--- config.mk ---
export PLATFORM = sky130hd
export DESIGN_NAME = kbd_event_rx
export DESIGN_NICKNAME = d
export VERILOG_FILES = /design/src/rtl/kbd_event_rx.sv
export SDC_FILE = /design/constraint.sdc
export NUM_CORES = 1
export LEC_CHECK = 0
export CORE_UTILIZATION = 55
export CTS_BUF_LIST = sky130_fd_sc_hd__clkbuf_4 sky130_fd_sc_hd__clkbuf_8
export DETAILED_ROUTE_END_ITERATION = 8
export PLACE_DENSITY = 0.74
export SLEW_MARGIN = 5
export SYNTH_ARGS = -nofsm -noshare
export SYNTH_HDL_FRONTEND = slang
export SYNTH_SLANG_ARGS = --single-unit
export TNS_END_PERCENT = 5
--- constraint.sdc ---
create_clock -name clk -period 4.7 [get_ports clk]
set_input_delay 0.94 -clock clk [delete_from_list [all_inputs] [get_ports clk]]
set_output_delay 0.94 -clock clk [all_outputs]
set_load 0.01 [all_outputs]
--- src/rtl/kbd_event_rx.sv ---
// Scancode-set-2 event decoder with modifier tracking and an event FIFO.
// Ports:
//   clk, rst         : clock, synchronous active-high reset
//   code_valid, code : byte strobe and scancode from ps2_rx
//   rd_en            : pop the FIFO head (ignored when empty)
//   ev_data          : head entry {brk, ext, caps, alt, ctrl, shift, code}
//   ev_empty         : FIFO empty
//   ev_count         : entries held
//   overflow         : sticky, an event was dropped on full
//   caps_on          : caps-lock state
//   toggle_caps      : one-cycle pulse asking for an LED update
module kbd_event_rx #(
   parameter int DEPTH         = 8,
   parameter int EMIT_BREAK    = 0,
   parameter int FILTER_REPEAT = 1,
   parameter int TIMEOUT       = 50000
) (
   input  logic                     clk,
   input  logic                     rst,
   input  logic                     code_valid,
   input  logic [7:0]               code,
   input  logic                     rd_en,
   output logic [13:0]              ev_data,
   output logic                     ev_empty,
   output logic [$clog2(DEPTH):0]   ev_count,
   output logic                     overflow,
   output logic                     caps_on,
   output logic                     toggle_caps
);

   localparam int AW = $clog2(DEPTH);
   localparam int CW = AW + 1;
   localparam int TW = $clog2(TIMEOUT + 1);

   localparam logic [2:0] S_IDLE    = 3'd0;
   localparam logic [2:0] S_EXT     = 3'd1;
   localparam logic [2:0] S_BRK     = 3'd2;
   localparam logic [2:0] S_EXT_BRK = 3'd3;
   localparam logic [2:0] S_PAUSE   = 3'd4;

   logic [2:0]    r_state;
   logic [2:0]    r_pcnt;
   logic [TW-1:0] r_to;
   logic          r_shl, r_shr, r_ctrl, r_alt;
   logic          r_caps, r_caps_held, r_toggle;
   logic          r_last_vld;
   logic [8:0]    r_last;
   logic [13:0]   r_mem [DEPTH];
   logic [AW-1:0] r_wp, r_rp;
   logic [CW-1:0] r_cnt;
   logic          r_ovf;

   logic [2:0]    w_nstate;
   logic [2:0]    w_pcnt;
   logic          w_key, w_brk, w_ext, w_pause, w_timeout;
   logic          w_shift_code, w_is_ctrl, w_is_alt, w_is_caps;
   logic          w_match, w_push, w_rd, w_wr, w_full;
   logic [3:0]    w_mods;
   logic [13:0]   w_ev;

   assign w_timeout = !code_valid && (r_state != S_IDLE)
                    && (r_to == TW'(TIMEOUT - 1));

   always_comb begin
      w_nstate = r_state;
      w_pcnt   = r_pcnt;
      w_key    = 1'b0;
      w_brk    = 1'b0;
      w_ext    = 1'b0;
      w_pause  = 1'b0;
      if (w_timeout) begin
         w_nstate = S_IDLE;
      end else if (code_valid) begin
         case (r_state)
            S_IDLE: begin
               if (code == 8'hE0) w_nstate = S_EXT;
               else if (code == 8'hF0) w_nstate = S_BRK;
               else if (code == 8'hE1) begin
                  w_nstate = S_PAUSE;
                  w_pcnt   = 3'd7;
               end else w_key = 1'b1;
            end
            S_EXT: begin
               if (code == 8'hF0) w_nstate = S_EXT_BRK;
               else if (code == 8'hE0 || code == 8'hE1) w_nstate = S_EXT;
               else if (code == 8'h12 || code == 8'h59) w_nstate = S_IDLE;
               else begin
                  w_key    = 1'b1;
                  w_ext    = 1'b1;
                  w_nstate = S_IDLE;
               end
            end
            S_BRK: begin
               w_key    = 1'b1;
               w_brk    = 1'b1;
               w_nstate = S_IDLE;
            end
            S_EXT_BRK: begin
               w_key    = 1'b1;
               w_brk    = 1'b1;
               w_ext    = 1'b1;
               w_nstate = S_IDLE;
            end
            S_PAUSE: begin
               if (r_pcnt == 3'd1) begin
                  w_pause  = 1'b1;
                  w_nstate = S_IDLE;
               end else w_pcnt = r_pcnt - 3'd1;
            end
            default: w_nstate = S_IDLE;
         endcase
      end
   end

   assign w_shift_code = (code == 8'h12) || (code == 8'h59);
   assign w_is_ctrl    = (code == 8'h14);
   assign w_is_alt     = (code == 8'h11);
   assign w_is_caps    = !w_ext && (code == 8'h58);
   assign w_match      = r_last_vld && (r_last == {w_ext, code});
   assign w_mods       = {r_caps, r_alt, r_ctrl, r_shl | r_shr};

   // Modifiers and caps are state only; everything else may be queued.
   always_comb begin
      w_push = w_pause;
      if (w_key && !w_shift_code && !w_is_ctrl && !w_is_alt && !w_is_caps) begin
         if (w_brk) w_push = (EMIT_BREAK != 0);
         else       w_push = !((FILTER_REPEAT != 0) && w_match);
      end
   end

   assign w_ev = w_pause ? {2'b01, w_mods, 8'hE1}
                         : {w_brk, w_ext, w_mods, code};

   always_ff @(posedge clk) begin
      if (rst) begin
         r_state     <= S_IDLE;
         r_pcnt      <= 3'd0;
         r_to        <= '0;
         r_shl       <= 1'b0;
         r_shr       <= 1'b0;
         r_ctrl      <= 1'b0;
         r_alt       <= 1'b0;
         r_caps      <= 1'b0;
         r_caps_held <= 1'b0;
         r_toggle    <= 1'b0;
         r_last_vld  <= 1'b0;
         r_last      <= '0;
      end else begin
         r_state  <= w_nstate;
         r_pcnt   <= w_pcnt;
         r_toggle <= 1'b0;
         if (code_valid || r_state == S_IDLE || w_timeout) r_to <= '0;
         else r_to <= r_to + 1'b1;
         if (w_key) begin
            // E0 F0 12/59 is a fake shift release; it must not drop shift.
            if (w_shift_code) begin
               if (!w_ext) begin
                  if (code == 8'h12) r_shl <= !w_brk;
                  else               r_shr <= !w_brk;
               end
            end else if (w_is_ctrl) begin
               r_ctrl <= !w_brk;
            end else if (w_is_alt) begin
               r_alt <= !w_brk;
            end else if (w_is_caps) begin
               if (!w_brk && !r_caps_held) begin
                  r_caps   <= !r_caps;
                  r_toggle <= 1'b1;
               end
               r_caps_held <= !w_brk;
            end else if (!w_brk) begin
               r_last     <= {w_ext, code};
               r_last_vld <= 1'b1;
            end else if (w_match) begin
               r_last_vld <= 1'b0;
            end
         end
      end
   end

   assign w_full = (r_cnt == CW'(DEPTH));
   assign w_rd   = rd_en && (r_cnt != '0);
   assign w_wr   = w_push && (!w_full || w_rd);

   always_ff @(posedge clk) begin
      if (w_wr) r_mem[r_wp] <= w_ev;
   end

   always_ff @(posedge clk) begin
      if (rst) begin
         r_wp  <= '0;
         r_rp  <= '0;
         r_cnt <= '0;
         r_ovf <= 1'b0;
      end else begin
         if (w_wr) r_wp <= r_wp + 1'b1;
         if (w_rd) r_rp <= r_rp + 1'b1;
         if (w_wr && !w_rd)      r_cnt <= r_cnt + 1'b1;
         else if (w_rd && !w_wr) r_cnt <= r_cnt - 1'b1;
         if (w_push && !w_wr) r_ovf <= 1'b1;
      end
   end

   assign ev_data     = (r_cnt == '0) ? 14'd0 : r_mem[r_rp];
   assign ev_empty    = (r_cnt == '0);
   assign ev_count    = r_cnt;
   assign overflow    = r_ovf;
   assign caps_on     = r_caps;
   assign toggle_caps = r_toggle;

endmodule

==> flow_summary.yaml <==
detailed_routing:
  dr.pass1.iters: 4
  num_vias: 4154
  drc_errors: 0
  routed_wl_mm: 13.3
  ant_nets: 0
  vias_per_cell: 5.67
  routedWlPerCell_um: 18.1
  drtIter0Drc: 250
sta:
  rsz0062_at_grt: "no"
  drv_slew: 0
  relSlewSlack_pct: 35.5
  fmax_ghz: 0.243
  finalHoldViolCount: 0
  whs_ns: 0.446
  fin_crit_sh_pct: 87.5
  finalClockSkew_ns: 0.0120
  period_needed_ns: 4.11
  setup-tns-final_ns: 0
  setup_viol: 0
  worst_slack_ns: 0.586
  worst_slew_pin_slew_ns: 0.966
worst_setup_path:
  worstPathArrival_ns: 4.51
  slowest_stage: "clkdlybuf4s50_1"
  cp_max_fo: 10
  path_cells: "clkdlybuf4s50_1 -> nand4b_2 -> nor3_1 -> or4_1 -> and4_4 -> a211oi_2 -> ha_1 -> inv_1 -> ha_1 -> a21o_1 -> a21oi_1 -> xnor2_1 -> or3_1 -> a21oi_1"
  crit_type: "primary input to flip-flop"
  slowest_delay_ns: 0.73
  cp-startpoint: "code[3]"
  worstSetupEndpointType: "flip-flop"
  start_kind: "primary input"
  worstReg2RegStart: "r_state[2]"
  cp.required_ns: 5.09
clock_tree:
  h-tree-depth: 4
  post_cts_buffers: 0
  clk_latency_ns: 0.46
  cts.clk_slew.worst_paths_ns: 0.08
  numCtsBuffers: 17
  cts_sinks: 165
  ctsHoldBuffers: 0
  ctsRootBufferMaster: "clkbuf_8"
  cts_tree: "built"
  clockBufferDepth: 2
  cts_resized: 0
logic_synthesis:
  ys_seq_area_share_pct: 62.0
  synth_area_um2: 7130
  async_reset_ff_share_pct: 0
  ys_ff_latch: 165
  synthCells: 508
  synth_edf_count: 112
  synth_ff_type: "edfxtp_1"
  syn_area_per_cell_um2: 14.0
  yosys.cell_types.count: 62
  yosys.area.top_type_share_pct: 47.1
  synth.area.top_cells: "edfxtp_1 47%, dfxtp_1 15%, mux4_2 8.8%"
  yosysWarnings: 0
  syn_nets: 529
  yosysTopAreaCell: "edfxtp_1"
final_layout:
  layout-drive-gt1-share_pct: 16.8
  antenna_cells: 0
  final_cells: 733
  fin_nets: 569
  syn2layout_area_growth_pct: 13.2
  multiInputGateArea_um2: 2540
  fin_area_um2: 8080
  fillers: 977
  seqCellArea_um2: 4430
power:
  vdd_ir_drop_max_mv: 0.196
  p_leak_nw: 2.73
  power_density_nw_per_um2: 447
die:
  die_h_um: 116
  start_util_pct: 56.5
  rows: 41
  die_w_um: 116
  core_um2: 12600
  ios: 34
  die-area_um2: 13400
run:
  maxCapViolations: 0
placement:
  dp.cells: 701
  dpl.hpwl_mm: 8.71
  pre_cts_slack_ns: 0.0993
  gp_congestion: 0.867
  placed_area_um2: 7670
  port_buffers: 33
grt:
  grt_pass1_wl_mm: 21.2
  globalRouteTotalUtil_pct: 21.8
  grt_overflow: 0
  first_global_vias: 4195
  antenna_found_initial: 0
  grt_max_degree: 38
hold_path:
  min_from: "r_to[0]"
  worstHoldPathType: "flip-flop to flip-flop"
outcome:
  status: "finished, final reports clean"
-- per-stage QoR --
step	power (mW)	utilization, %
global placement	2.61	60.8
floorplan	2.29	-
global route	3.78	64.0
CTS	3.65	64.0
detailed placement	2.63	60.8
finish	3.61	64.0
-- worst max-delay path: cells and delay by family --
kind / cells / cell delay [ns]
AND/OR/NAND/NOR: 5 / 1.36
XOR/XNOR: 1 / 0.09
AO/OA/AOI/OAI: 4 / 0.76
buffers and inverters: 2 / 0.82
adder cells (fa/ha/maj): 2 / 0.54
-- path summary, 6_finish.rpt --
check / endpoint / slack (ns) / cells past startpoint
worst min register to register: r_to[0] / 0.45 / 1
worst max register to register: ev_count[3] / 1.39 / 13
worst max-delay path: ev_count[3] / 0.59 / 14
worst min-delay path: r_to[0] / 0.45 / 1
-- flip-flops by register name, summed over array words and instances, names as in the netlist, named ones only --
signal       cells
r_pcnt           3
r_shr            1
r_caps_held      1
r_last_vld       1
ev_count         4
r_wp             3
overflow         1
r_mem          112
r_to            16
r_alt            1
r_state          3
r_ctrl           1
r_rp             3
toggle_caps      1
r_shl            1
r_last           9
caps_on          1
-- cells in the mapped netlist, types with 2 or more instances --
cell      instances
o22ai_1           2
clkbuf_1         15
nor2b_1           3
nand3_1          10
xnor2_1          15
nand2_1          12
and4_1            2
mux2i_1          30
edfxtp_1        112
and2_1            6
and3b_1           2
nor4_1            8
nor2_1           71
xor2_1           14
a21o_1            3
dfxtp_1          53
o41ai_1           2
a211oi_1          3
nand2b_1          9
buf_4             3
and4b_1           4
nand4_1           5
buf_1             3
nor3_1            8
buf_6             2
or3_1             3
ha_1              8
or4_1             4
or4b_4            2
o21ai_0           4
nand4b_1          2
a21oi_1           8
buf_2             5
nand3b_1          2
and3_1            7
mux4_2           28
inv_1            10
or2_2             4
-- cell families (layout without fill, tap and decap cells) --
| kind of cell | after synthesis | in the layout | synth area share, % |
|---|---|---|---|
| adders and majority gates | 9 | 9 | 1.68 |
| buffers and inverters | 38 | 91 | 2.46 |
| AOI/OAI and AO/OA | 35 | 35 | 3.82 |
| and+or+nand+nor | 172 | 172 | 13.1 |
| DFF | 165 | 165 | 62.0 |
| muxes | 60 | 60 | 13.4 |
| xor gates and xnor gates | 29 | 29 | 3.56 |
-- power by group --
group | leakage (nW) | switching (mW) | internal (mW)
combinational | 1.05 | 0.380 | 0.499
sequential | 1.47 | 0.0855 | 1.62
clock | 0.213 | 0.486 | 0.543
total | 2.73 | 0.951 | 2.66
-- layout make-up --
cell class	instances	share of cell area, %
Inverter	10	0.465
Clock buffer	23	3.84
Sequential cell	165	54.8
Multi-Input combinational cell	305	31.4
Clock inverter	9	1.21
Timing Repair Buffer	49	5.58
Tap cell	172	2.66
-- routing by layer --
layer | GRT usage (%) | routed length [um] | part of all wire [%] | vias to the layer above
li1 | - | - | - | 1983
met5 | 0 | 0 | 0 | -
met1 | 27.8 | 5860 | 44 | 2042
met2 | 34.4 | 6400 | 48 | 99
met3 | 5.60 | 644 | 4.8 | 30
met4 | 11.7 | 398 | 3.0 | 0
-- cell usage in the layout, fill, tap and decap left out, types with 12 or more instances in the layout --
| cell | Yosys | routed |
|---|---|---|
| edfxtp_1 | 112 | 112 |
| nor2_1 | 71 | 71 |
| dfxtp_1 | 53 | 52 |
| clkdlybuf4s50_1 | 0 | 33 |
| mux2i_1 | 30 | 30 |
| mux4_2 | 28 | 28 |
| clkbuf_8 | 0 | 22 |
| buf_4 | 3 | 16 |
| xnor2_1 | 15 | 15 |
| xor2_1 | 14 | 14 |
| nand2_1 | 12 | 12 |
Note: power is estimated with default switching activity, not from simulation.
